[config.mk]
export PLATFORM = sky130hd
export DESIGN_NAME = decode_stage
export DESIGN_NICKNAME = d
export VERILOG_FILES = /design/src/rtl/decode_stage.sv
export SDC_FILE = /design/constraint.sdc
export NUM_CORES = 1
export LEC_CHECK = 0
export CAP_MARGIN = 30
export CORE_UTILIZATION = 50
export CTS_BUF_LIST = sky130_fd_sc_hd__clkbuf_16
export CTS_CLUSTER_SIZE = 28
export DETAILED_ROUTE_END_ITERATION = 10
export MAX_ROUTING_LAYER = met4
export PLACE_DENSITY = 0.77
export SLEW_MARGIN = 20
export SYNTH_ARGS = -nofsm -noshare
export SYNTH_HDL_FRONTEND = slang
export SYNTH_SLANG_ARGS = --single-unit
export TNS_END_PERCENT = 20
[constraint.sdc]
create_clock -name clock -period 19.85 [get_ports clock]
set_clock_uncertainty 0.15 [all_clocks]
set_input_delay 3.97 -clock clock [delete_from_list [all_inputs] [get_ports clock]]
set_output_delay 3.97 -clock clock [all_outputs]
set_load 0.1 [all_outputs]
[src/rtl/decode_stage.sv]
// RV32 decode stage: combinational decode of the incoming word, captured into a
// two-entry (main + skid) buffer so that in_ready comes straight from a flop.
module decode_stage #(
  parameter bit EN_M       = 1'b0,
  parameter bit EN_SUBWORD = 1'b1,
  parameter int PC_W       = 32
) (
  input  logic            clock,
  input  logic            reset,
  input  logic            flush,
  input  logic            in_valid,
  output logic            in_ready,
  input  logic [31:0]     in_instr,
  input  logic [PC_W-1:0] in_pc,
  output logic            out_valid,
  input  logic            out_ready,
  output logic [PC_W-1:0] out_pc,
  output logic [4:0]      ALUop,
  output logic            PC_src,
  output logic            JT,
  output logic            reg_rd,
  output logic            reg_wr,
  output logic            wr_rd,
  output logic            mem_en,
  output logic            pc_r,
  output logic            alu_dt,
  output logic [1:0]      mem_alu,
  output logic [1:0]      alu_src,
  output logic [4:0]      rs1,
  output logic [4:0]      rs2,
  output logic [4:0]      rd,
  output logic [31:0]     imm,
  output logic [1:0]      mem_size,
  output logic            mem_unsigned,
  output logic            illegal,
  output logic            skid_valid
);

  localparam logic [6:0] OP_R      = 7'b0110011;
  localparam logic [6:0] OP_IMM    = 7'b0010011;
  localparam logic [6:0] OP_LOAD   = 7'b0000011;
  localparam logic [6:0] OP_STORE  = 7'b0100011;
  localparam logic [6:0] OP_BRANCH = 7'b1100011;
  localparam logic [6:0] OP_JAL    = 7'b1101111;
  localparam logic [6:0] OP_JALR   = 7'b1100111;
  localparam logic [6:0] OP_LUI    = 7'b0110111;
  localparam logic [6:0] OP_AUIPC  = 7'b0010111;

  localparam logic [4:0] ALU_ADD  = 5'd1;
  localparam logic [4:0] ALU_SUB  = 5'd2;
  localparam logic [4:0] ALU_SLL  = 5'd6;
  localparam logic [4:0] ALU_SRL  = 5'd7;
  localparam logic [4:0] ALU_SRA  = 5'd8;
  localparam logic [4:0] ALU_JALR = 5'd14;
  localparam logic [4:0] ALU_MUL  = 5'd18;

  typedef struct packed {
    logic [4:0]  alu_op;
    logic        pc_src;
    logic        jt;
    logic        reg_rd;
    logic        reg_wr;
    logic        wr_rd;
    logic        mem_en;
    logic        pc_r;
    logic        alu_dt;
    logic [1:0]  mem_alu;
    logic [1:0]  alu_src;
    logic [4:0]  rs1;
    logic [4:0]  rs2;
    logic [4:0]  rd;
    logic [31:0] imm;
    logic [1:0]  mem_size;
    logic        mem_unsigned;
    logic        illegal;
  } dec_t;

  // ALU code for the funct7=0000000 register/immediate arithmetic group.
  function automatic logic [4:0] alu_base(input logic [2:0] f3);
    case (f3)
      3'b000:  alu_base = 5'd1;
      3'b001:  alu_base = 5'd6;
      3'b010:  alu_base = 5'd9;
      3'b011:  alu_base = 5'd15;
      3'b100:  alu_base = 5'd5;
      3'b101:  alu_base = 5'd7;
      3'b110:  alu_base = 5'd3;
      default: alu_base = 5'd4;
    endcase
  endfunction

  logic [6:0]  opcode;
  logic [2:0]  f3;
  logic [6:0]  f7;
  logic [31:0] imm_i, imm_s, imm_b, imm_u, imm_j;
  logic        legal;
  dec_t        dec;

  assign opcode = in_instr[6:0];
  assign f3     = in_instr[14:12];
  assign f7     = in_instr[31:25];
  assign imm_i  = {{20{in_instr[31]}}, in_instr[31:20]};
  assign imm_s  = {{20{in_instr[31]}}, in_instr[31:25], in_instr[11:7]};
  assign imm_b  = {{19{in_instr[31]}}, in_instr[31], in_instr[7], in_instr[30:25],
                   in_instr[11:8], 1'b0};
  assign imm_u  = {in_instr[31:12], 12'b0};
  assign imm_j  = {{11{in_instr[31]}}, in_instr[31], in_instr[19:12], in_instr[20],
                   in_instr[30:21], 1'b0};

  always_comb begin
    dec   = '0;
    legal = 1'b0;
    case (opcode)
      OP_R: begin
        dec.reg_rd  = 1'b1;
        dec.reg_wr  = 1'b1;
        dec.mem_alu = 2'd3;
        if (f7 == 7'b0000000) begin
          legal      = 1'b1;
          dec.alu_op = alu_base(f3);
        end else if (f7 == 7'b0100000 && (f3 == 3'b000 || f3 == 3'b101)) begin
          legal      = 1'b1;
          dec.alu_op = (f3 == 3'b000) ? ALU_SUB : ALU_SRA;
        end else if (EN_M && f7 == 7'b0000001) begin
          legal      = 1'b1;
          dec.alu_op = ALU_MUL + {2'b00, f3};
        end
      end
      OP_IMM: begin
        dec.reg_rd  = 1'b1;
        dec.reg_wr  = 1'b1;
        dec.mem_alu = 2'd3;
        dec.alu_src = 2'd1;
        dec.imm     = imm_i;
        case (f3)
          3'b001: begin
            legal      = (f7 == 7'b0000000);
            dec.alu_op = ALU_SLL;
          end
          3'b101: begin
            legal      = (f7 == 7'b0000000) || (f7 == 7'b0100000);
            dec.alu_op = (f7 == 7'b0100000) ? ALU_SRA : ALU_SRL;
          end
          default: begin
            legal      = 1'b1;
            dec.alu_op = alu_base(f3);
          end
        endcase
      end
      OP_LOAD: begin
        dec.alu_op       = ALU_ADD;
        dec.reg_rd       = 1'b1;
        dec.reg_wr       = 1'b1;
        dec.pc_r         = 1'b1;
        dec.alu_src      = 2'd1;
        dec.alu_dt       = 1'b1;
        dec.mem_en       = 1'b1;
        dec.imm          = imm_i;
        dec.mem_size     = f3[1:0];
        dec.mem_unsigned = f3[2];
        case (f3)
          3'b010:                         legal = 1'b1;
          3'b000, 3'b001, 3'b100, 3'b101: legal = EN_SUBWORD;
          default:                        legal = 1'b0;
        endcase
      end
      OP_STORE: begin
        dec.alu_op   = ALU_ADD;
        dec.reg_rd   = 1'b1;
        dec.wr_rd    = 1'b1;
        dec.pc_r     = 1'b1;
        dec.alu_src  = 2'd2;
        dec.mem_en   = 1'b1;
        dec.imm      = imm_s;
        dec.mem_size = f3[1:0];
        case (f3)
          3'b010:         legal = 1'b1;
          3'b000, 3'b001: legal = EN_SUBWORD;
          default:        legal = 1'b0;
        endcase
      end
      OP_BRANCH: begin
        dec.reg_rd = 1'b1;
        dec.imm    = imm_b;
        legal      = 1'b1;
        case (f3)
          3'b000:  dec.alu_op = 5'd10;
          3'b001:  dec.alu_op = 5'd11;
          3'b100:  dec.alu_op = 5'd12;
          3'b101:  dec.alu_op = 5'd13;
          3'b110:  dec.alu_op = 5'd16;
          3'b111:  dec.alu_op = 5'd17;
          default: legal      = 1'b0;
        endcase
      end
      OP_JAL: begin
        legal      = 1'b1;
        dec.pc_src = 1'b1;
        dec.reg_wr = 1'b1;
        dec.imm    = imm_j;
      end
      OP_JALR: begin
        legal       = (f3 == 3'b000);
        dec.alu_op  = ALU_JALR;
        dec.jt      = 1'b1;
        dec.reg_rd  = 1'b1;
        dec.reg_wr  = 1'b1;
        dec.alu_src = 2'd1;
        dec.imm     = imm_i;
      end
      OP_LUI: begin
        legal       = 1'b1;
        dec.reg_wr  = 1'b1;
        dec.mem_alu = 2'd2;
        dec.imm     = imm_u;
      end
      OP_AUIPC: begin
        legal       = 1'b1;
        dec.alu_op  = ALU_ADD;
        dec.reg_wr  = 1'b1;
        dec.mem_alu = 2'd1;
        dec.imm     = imm_u;
      end
      default: legal = 1'b0;
    endcase
    // An illegal word carries no side effects downstream, only its flag and indices.
    if (!legal) begin
      dec         = '0;
      dec.illegal = 1'b1;
    end
    dec.rs1 = in_instr[19:15];
    dec.rs2 = in_instr[24:20];
    dec.rd  = in_instr[11:7];
  end

  // Handshake: a beat transfers on a rising edge where valid & ready are both 1;
  // valid never waits on ready, and in_ready is a flop output (no comb path from out_ready).
  logic            m_valid, s_valid;
  dec_t            m_dec, s_dec;
  logic [PC_W-1:0] m_pc, s_pc;
  logic            accept, drain;

  assign in_ready = !s_valid;
  assign accept   = in_valid && in_ready;
  assign drain    = m_valid && out_ready;

  always_ff @(posedge clock or posedge reset) begin
    if (reset) begin
      m_valid <= 1'b0;
      s_valid <= 1'b0;
      m_dec   <= '0;
      s_dec   <= '0;
      m_pc    <= '0;
      s_pc    <= '0;
    end else if (flush) begin
      m_valid <= 1'b0;
      s_valid <= 1'b0;
    end else if (drain) begin
      if (s_valid) begin
        m_dec   <= s_dec;
        m_pc    <= s_pc;
        s_valid <= 1'b0;
      end else if (accept) begin
        m_dec <= dec;
        m_pc  <= in_pc;
      end else begin
        m_valid <= 1'b0;
      end
    end else if (accept) begin
      if (!m_valid) begin
        m_valid <= 1'b1;
        m_dec   <= dec;
        m_pc    <= in_pc;
      end else begin
        s_valid <= 1'b1;
        s_dec   <= dec;
        s_pc    <= in_pc;
      end
    end
  end

  assign out_valid    = m_valid;
  assign skid_valid   = s_valid;
  assign out_pc       = m_pc;
  assign ALUop        = m_dec.alu_op;
  assign PC_src       = m_dec.pc_src;
  assign JT           = m_dec.jt;
  assign reg_rd       = m_dec.reg_rd;
  assign reg_wr       = m_dec.reg_wr;
  assign wr_rd        = m_dec.wr_rd;
  assign mem_en       = m_dec.mem_en;
  assign pc_r         = m_dec.pc_r;
  assign alu_dt       = m_dec.alu_dt;
  assign mem_alu      = m_dec.mem_alu;
  assign alu_src      = m_dec.alu_src;
  assign rs1          = m_dec.rs1;
  assign rs2          = m_dec.rs2;
  assign rd           = m_dec.rd;
  assign imm          = m_dec.imm;
  assign mem_size     = m_dec.mem_size;
  assign mem_unsigned = m_dec.mem_unsigned;
  assign illegal      = m_dec.illegal;

endmodule

==> metrics.yaml, run 1 <==
status: "completed"
track_usage_pct: 28.5
clk_latency_ns: 0.43
cp_num_cells: 7
cp.required_ns: 20.03
cts_tree: "done"
drt_iter0_drc: 693
peakVddDrop_v: 0.0000888
critPathMaxStageDelay_ns: 0.79
crit_path_max_fanout: 91
synthArstFlopShare_pct: 100
syn_inst: 1036
period_share_pct: 34.4
fmax_ghz: 0.147
final_util_pct: 65.4
finalSetupViolCount: 0
critPathKind: "in2reg"
cts_made_buffers: 17
ant_nets: 0
cap_violations: 0
antenna_found_initial: 0
place_congestion: 0.919
synth.top_cell.area_share_pct: 54.8
crit_path_frequent_cell: "buf_4"
worstReg2RegStart: "skid_valid$_DFFE_PP0P_"
synth_area_um2: 9040
slew_viol_final: 0
min_path_type: "reg2reg"
io_pins: 172
die_w_um: 137
grt_pass1_vias: 7517
critPathArrivalTime_ns: 7.00
port_buffers: 171
dieHeight_um: 137
crit_start: "out_ready"
setup_tns_ns: 0
hold_viol_final: 0
area_delta_synth_final_pct: 26.4
h-tree-depth: 4
routedWlPerCell_um: 17.9
hold_ws_ns: 0.326
vias_per_cell: 5.83
slowest_stage: "buf_4"
ys_ff_latch: 198
r2r_cells: 7
grt_pass1_wl_um: 39600
via_count: 8138
clk_pin_slew_worst_paths_ns: 0.07
postCtsHoldBufs: 0
num_rows: 48
die-area_um2: 18600
postCtsSetupBuffers: 0
syn_area_per_cell_um2: 8.73
wirelength_um: 25000
coreArea_um2: 17500
power_density_nw_per_um2: 107
slew_headroom_pct: 31.2
synth.most_common_cell: "nand2_1"
crit_buf_inv: 3
cp-end-kind: "flop"
rsz0062_at_grt: "false"
drive_above_1_share_pct: 5.12
ys_warn_count: 0
dr.pass1.iters: 5
fin_nets: 1227
leakagePower_nw: 5.07
drcViolationCount: 0
hp-start: "s_pc[2]$_DFFE_PP0P_"
fin_crit_ns: 6.82
cts_sinks: 198
grt_max_degree: 118
worst_slew_pin_slew_ns: 1.03
dpl.hpwl_um: 16000
cts_buffer_depth: 2
synth_cell_types: 54
syn_nets: 1105
synth_top_cell_by_area: "dfrtp_1"
synth_area_leaders: "dfrtp_1 (55%), nand2_1 (13%), a21oi_1 (4.5%)"
initial_utilization_pct: 51.8
cts-root-buf: "clkbuf_16"
ys_seq_area_share_pct: 54.8
synth_edf_count: 0
crit_path_start_kind: "primary input"
ys.flop_type: "dfrtp_1"
netlist_top_cells_count: "nand2_1 (318), dfrtp_1 (198), nor2_1 (94)"
crit_chain: "clkdlybuf4s50_1, nor2b_1, a211oi_4, buf_4, buf_4, nand2_1, o31ai_1"
holdPathStages: 2
crit_family: "buffers and inverters"
cts-resized-gates: 0
overflow: 0
antenna_cells: 0
## power by group
group          switching (mW)  internal, mW  total, mW
clock                   0.158         0.174      0.332
combinational           0.308        0.0963      0.404
sequential             0.0309         0.457      0.488
## per-layer routing
| layer | part of all wire (%) | global-route usage [%] | routed length [µm] | up-vias |
|---|---|---|---|---|
| met5 | 0 | - | 0 | - |
| met4 | 2.4 | 9.88 | 589 | 0 |
| met3 | 6.6 | 4.67 | 1660 | 45 |
| met2 | 47 | 43.0 | 11800 | 350 |
| met1 | 44 | 39.2 | 10900 | 3961 |
| li1 | - | - | - | 3782 |
## area by class of cell
class | instances | area (µm²)
Timing Repair Buffer | 182 | 1850
Inverter | 7 | 33.8
Clock inverter | 15 | 131
Multi-Input combinational cell | 752 | 3750
Tap cell | 225 | 282
Sequential cell | 198 | 4950
Fill cell | 1429 | 6050
Clock buffer | 17 | 425
## worst reg2reg max path, delay by kind of cell (launching register included)
kind,cells,cell delay (ns)
and+or+nand+nor,2,0.62
DFF,1,0.45
AOI/OAI and AO/OA,2,0.57
buffers and inverters,3,1.44
## kinds of logic (layout without fill, tap and decap cells)
| group | count (synthesis) | in the layout | synth area share [%] |
|---|---|---|---|
| simple gates | 499 | 499 | 23.4 |
| compound gates | 243 | 243 | 16.4 |
| flops | 198 | 198 | 54.8 |
| buf+inv | 86 | 221 | 4.14 |
| mux | 9 | 9 | 1.11 |
| xor+xnor | 1 | 1 | 0.0968 |
## stage by stage
stage / power [mW] / worst slack (ns) / cell area [µm²] / cells
5_1_grt: 1.27 / 12.76 / 11400 / 1396
3_5_place_dp: 0.899 / 12.62 / 10900 / 1364
6_report: 1.22 / 13.03 / 11400 / 1396
2_1_floorplan: 0.788 / 10.33 / 9040 / 1036
4_1_cts: 1.23 / 13.07 / 11400 / 1396
3_3_place_gp: 0.889 / 12.69 / 10800 / 1361
## placed cells by master, fill, tap and decap left out, types with 2 or more instances in the layout
cell and count:
nor2_1 94, nand2_1 318, nand3_1 17, inv_1 7
clkinv_1 3, clkdlybuf4s50_1 171, a211o_1 2, a21oi_1 81
a31oi_1 55, clkinv_4 4, a221o_1 8, a22o_1 10
buf_16 3, or3_1 3, nand2b_1 4, and2_1 3
buf_4 8, clkbuf_16 17, o211ai_1 2, o21a_1 2
o41ai_1 2, a211oi_1 3, nand4b_1 3, o21ai_1 2
dfrtp_1 198, o22ai_1 12, and3b_1 2, nor2b_1 4
nand4_1 10, o31ai_1 6, a21boi_0 3, inv_8 2
inv_6 2, nor3_1 6, o21ai_0 46, and4b_1 2
and3_1 21, mux2_2 8, clkinvlp_4 3
## state kept, by name, summed over array words and instances, names as in the netlist, 5 cells and up
signal and flops:
out_pc 32, s_dec 66, s_pc 32, ALUop 5
imm 32, rd 5, rs1 5, rs2 5
## worst paths after layout
check                                        end  slack [ns]
min                          s_pc[2]$_DFFE_PP0P_        0.33
max in group asynchronous  s_dec[18]$_DFFE_PP0P_       14.35
max reg2reg                 ALUop[1]$_DFFE_PP0P_       16.52
max                         ALUop[1]$_DFFE_PP0P_       13.03
min in group asynchronous   s_dec[5]$_DFFE_PP0P_        3.93
min reg2reg                  s_pc[2]$_DFFE_PP0P_        0.33
No activity file was read; power rests on OpenSTA's default activity.
==> inputs of run 2 (changes only) <==
==> constraint.sdc (replaced) <==
create_clock -name clock -period 7.1 [get_ports clock]
set_clock_uncertainty 0.15 [all_clocks]
set_input_delay 1.42 -clock clock [delete_from_list [all_inputs] [get_ports clock]]
set_output_delay 1.42 -clock clock [all_outputs]
set_load 0.1 [all_outputs]
==> run 2 against run 1 <==
Global-route usage decreased by 0.19 points. Sequential power rose to 2.8 times the previous value. Clock power increased to 2.7 times the previous value. Die area did not move. Combinational power increased to 2.8 times the previous value. Critical path depth did not move. Sequential cell count did not move. Non-clock buffer count rose by 1. Hold slack about the same. Cell count did not move. Power grew to 2.8 times the previous value. Largest power group unchanged.
==> metrics.yaml, run 2 (same netlist as run 1, synthesis figures left out) <==
r2r_slack_ns: 3.88  # -12.64 ns
setup_tns_ns: 0  # unchanged
crit_path_max_fanout: 22  # -76%
hold_viol_final: 0  # unchanged
fin_ws_ns: 2.86  # -10.17 ns
die-area_um2: 18600  # unchanged
cts_made_buffers: 17  # unchanged
largest_register_ffs: 66  # unchanged
fmax_ghz: 0.236
rsz0062_at_grt: "false"
place_area_um2: 10800  # -0.44%
via_count: 7908  # -2.8%
postCtsSetupBuffers: 0  # unchanged
grt_pass1_wl_um: 39500  # -0.25%
drt_iter0_drc: 652  # -5.9%
postCtsHoldBufs: 0  # unchanged
dieHeight_um: 137  # unchanged
wirelength_um: 24800  # -0.60%
antenna_found_initial: 0  # unchanged
finalSetupViolCount: 0  # unchanged
dr.pass1.iters: 7  # +2
cp.required_ns: 7.27  # -12.76 ns
slew_headroom_pct: 31.1  # about the same
io_pins: 172  # unchanged
worst_slew_pin_slew_ns: 1.03  # +0.000221 ns
drcViolationCount: 0  # unchanged
crit_end: "imm[20]$_DFFE_PP0P_"
place_congestion: 0.940  # +2.3%
die_w_um: 137  # unchanged
routedWlPerCell_um: 17.8  # -0.60%
num_rows: 48  # unchanged
r2r_cells: 7  # unchanged
clk_latency_ns: 0.43  # about the same
h-tree-depth: 4  # unchanged
final_cell_area_um2: 11400  # -0.25%
clk_pin_slew_worst_paths_ns: 0.07  # about the same
min_path_type: "reg2reg"
largest_register: "s_dec"
antenna_cells: 0  # unchanged
overflow: 0  # unchanged
crit_start: "in_instr[12]"
critPathKind: "in2reg"
leakagePower_nw: 5.05  # -0.32%
peakVddDrop_v: 0.000233  # +160%
vias_per_cell: 5.66  # -2.8%
power_density_nw_per_um2: 297  # +180%
dp_slack_ns: 2.56  # -10.06 ns
critPathArrivalTime_ns: 4.41  # -2.59 ns
port_buffers: 171  # unchanged
final_cell_mix: "nand2_1 (318), dfrtp_1 (198), clkdlybuf4s50_1 (171)"
fin_crit_ns: 4.24
crit_path_start_kind: "primary input"
grt_max_degree: 98  # -17%
area_delta_synth_final_pct: 26.1
initial_utilization_pct: 51.8  # unchanged
fin_nets: 1228  # +0.081%
period_share_pct: 59.7
ant_nets: 0  # unchanged
reg2reg_to: "imm[20]$_DFFE_PP0P_"
dp_cells: 1364  # unchanged
fin_cells: 1396  # unchanged
cts-resized-gates: 0  # unchanged
slew_viol_final: 0  # unchanged
cts_tree: "done"
layout_commonest_cell: "nand2_1"
drive_above_1_share_pct: 5.38  # +0.26 points
cts_sinks: 198  # unchanged
grt_pass1_vias: 7448  # -0.92%
status: "completed"
dpl.hpwl_um: 16200  # +1.1%
cap_violations: 0  # unchanged
cts_buffer_depth: 2  # unchanged
cts-root-buf: "clkbuf_16"
hp-start: "s_pc[4]$_DFFE_PP0P_"
worstReg2RegStart: "skid_valid$_DFFE_PP0P_"
coreArea_um2: 17500  # unchanged
track_usage_pct: 28.3  # -0.19 points
cp-end-kind: "flop"
[run 2: cell count changes in the layout (fill, tap and decap cells not counted)]
cell,before,now
clkinvlp_4,3,5
buf_12,0,1
bufinv_16,1,0
clkinv_4,4,0
inv_1,7,6
inv_8,2,4
clkinv_1,3,1
buf_4,8,10
clkinv_2,0,1
inv_6,2,3
clkinv_8,0,1
buf_16,3,1
[run 2: final cells by class]
| class | count | area, µm² |
|---|---|---|
| clock inverters | 14 | 123 |
| well taps | 225 | 282 |
| flip-flops and latches | 198 | 4950 |
| inverters | 7 | 33.8 |
| multi-input cells | 752 | 3750 |
| repair buffers | 183 | 1830 |
| clock buffers | 17 | 425 |
| fillers | 1434 | 6070 |
[run 2: layer usage]
metal  GRT usage [%]  wire length (µm)  part of all wire, %  vias up
met5               -                 0                    0        -
li1                -                 -                    -     3788
met3            4.07              1420                  5.7       26
met1            39.9             11300                   46     3814
met4            7.72               348                  1.4        0
met2            42.9             11800                   47      280
[run 2: worst min path at each step]
stage,depth (start not counted),slack [ns],to
global route,2,0.34,s_dec[51]$_DFFE_PP0P_
finish,2,0.33,s_pc[4]$_DFFE_PP0P_
global placement,2,0.30,s_dec[64]$_DFFE_PP0P_
detailed placement,2,0.31,s_pc[4]$_DFFE_PP0P_
floorplan,2,0.29,s_dec[64]$_DFFE_PP0P_
CTS,2,0.33,s_dec[40]$_DFFE_PP0P_
[run 2: worst max-delay path, cell delays in order]
cell and delay, ns:
clkdlybuf4s50_1 0.77, o21ai_0 0.38, nand4b_1 0.17, nand2_1 0.33, a2111o_2 0.42, nand3_1 0.51, o22ai_1 0.41
[run 2: power by group]
part           total [mW]  switching [mW]  internal [mW]
Clock               0.910           0.452          0.458
Combinational        1.12           0.855          0.263
Sequential           1.36          0.0847           1.28
[run 2: through the flow]
step,power (mW),hold slack (ns),utilization [%]
after floorplan,2.20,0.290,-
after global placement,2.49,0.303,61.8
after detailed placement,2.50,0.312,61.9
after CTS,3.41,0.330,65.1
after global routing,3.52,0.342,65.2
final,3.39,0.325,65.2
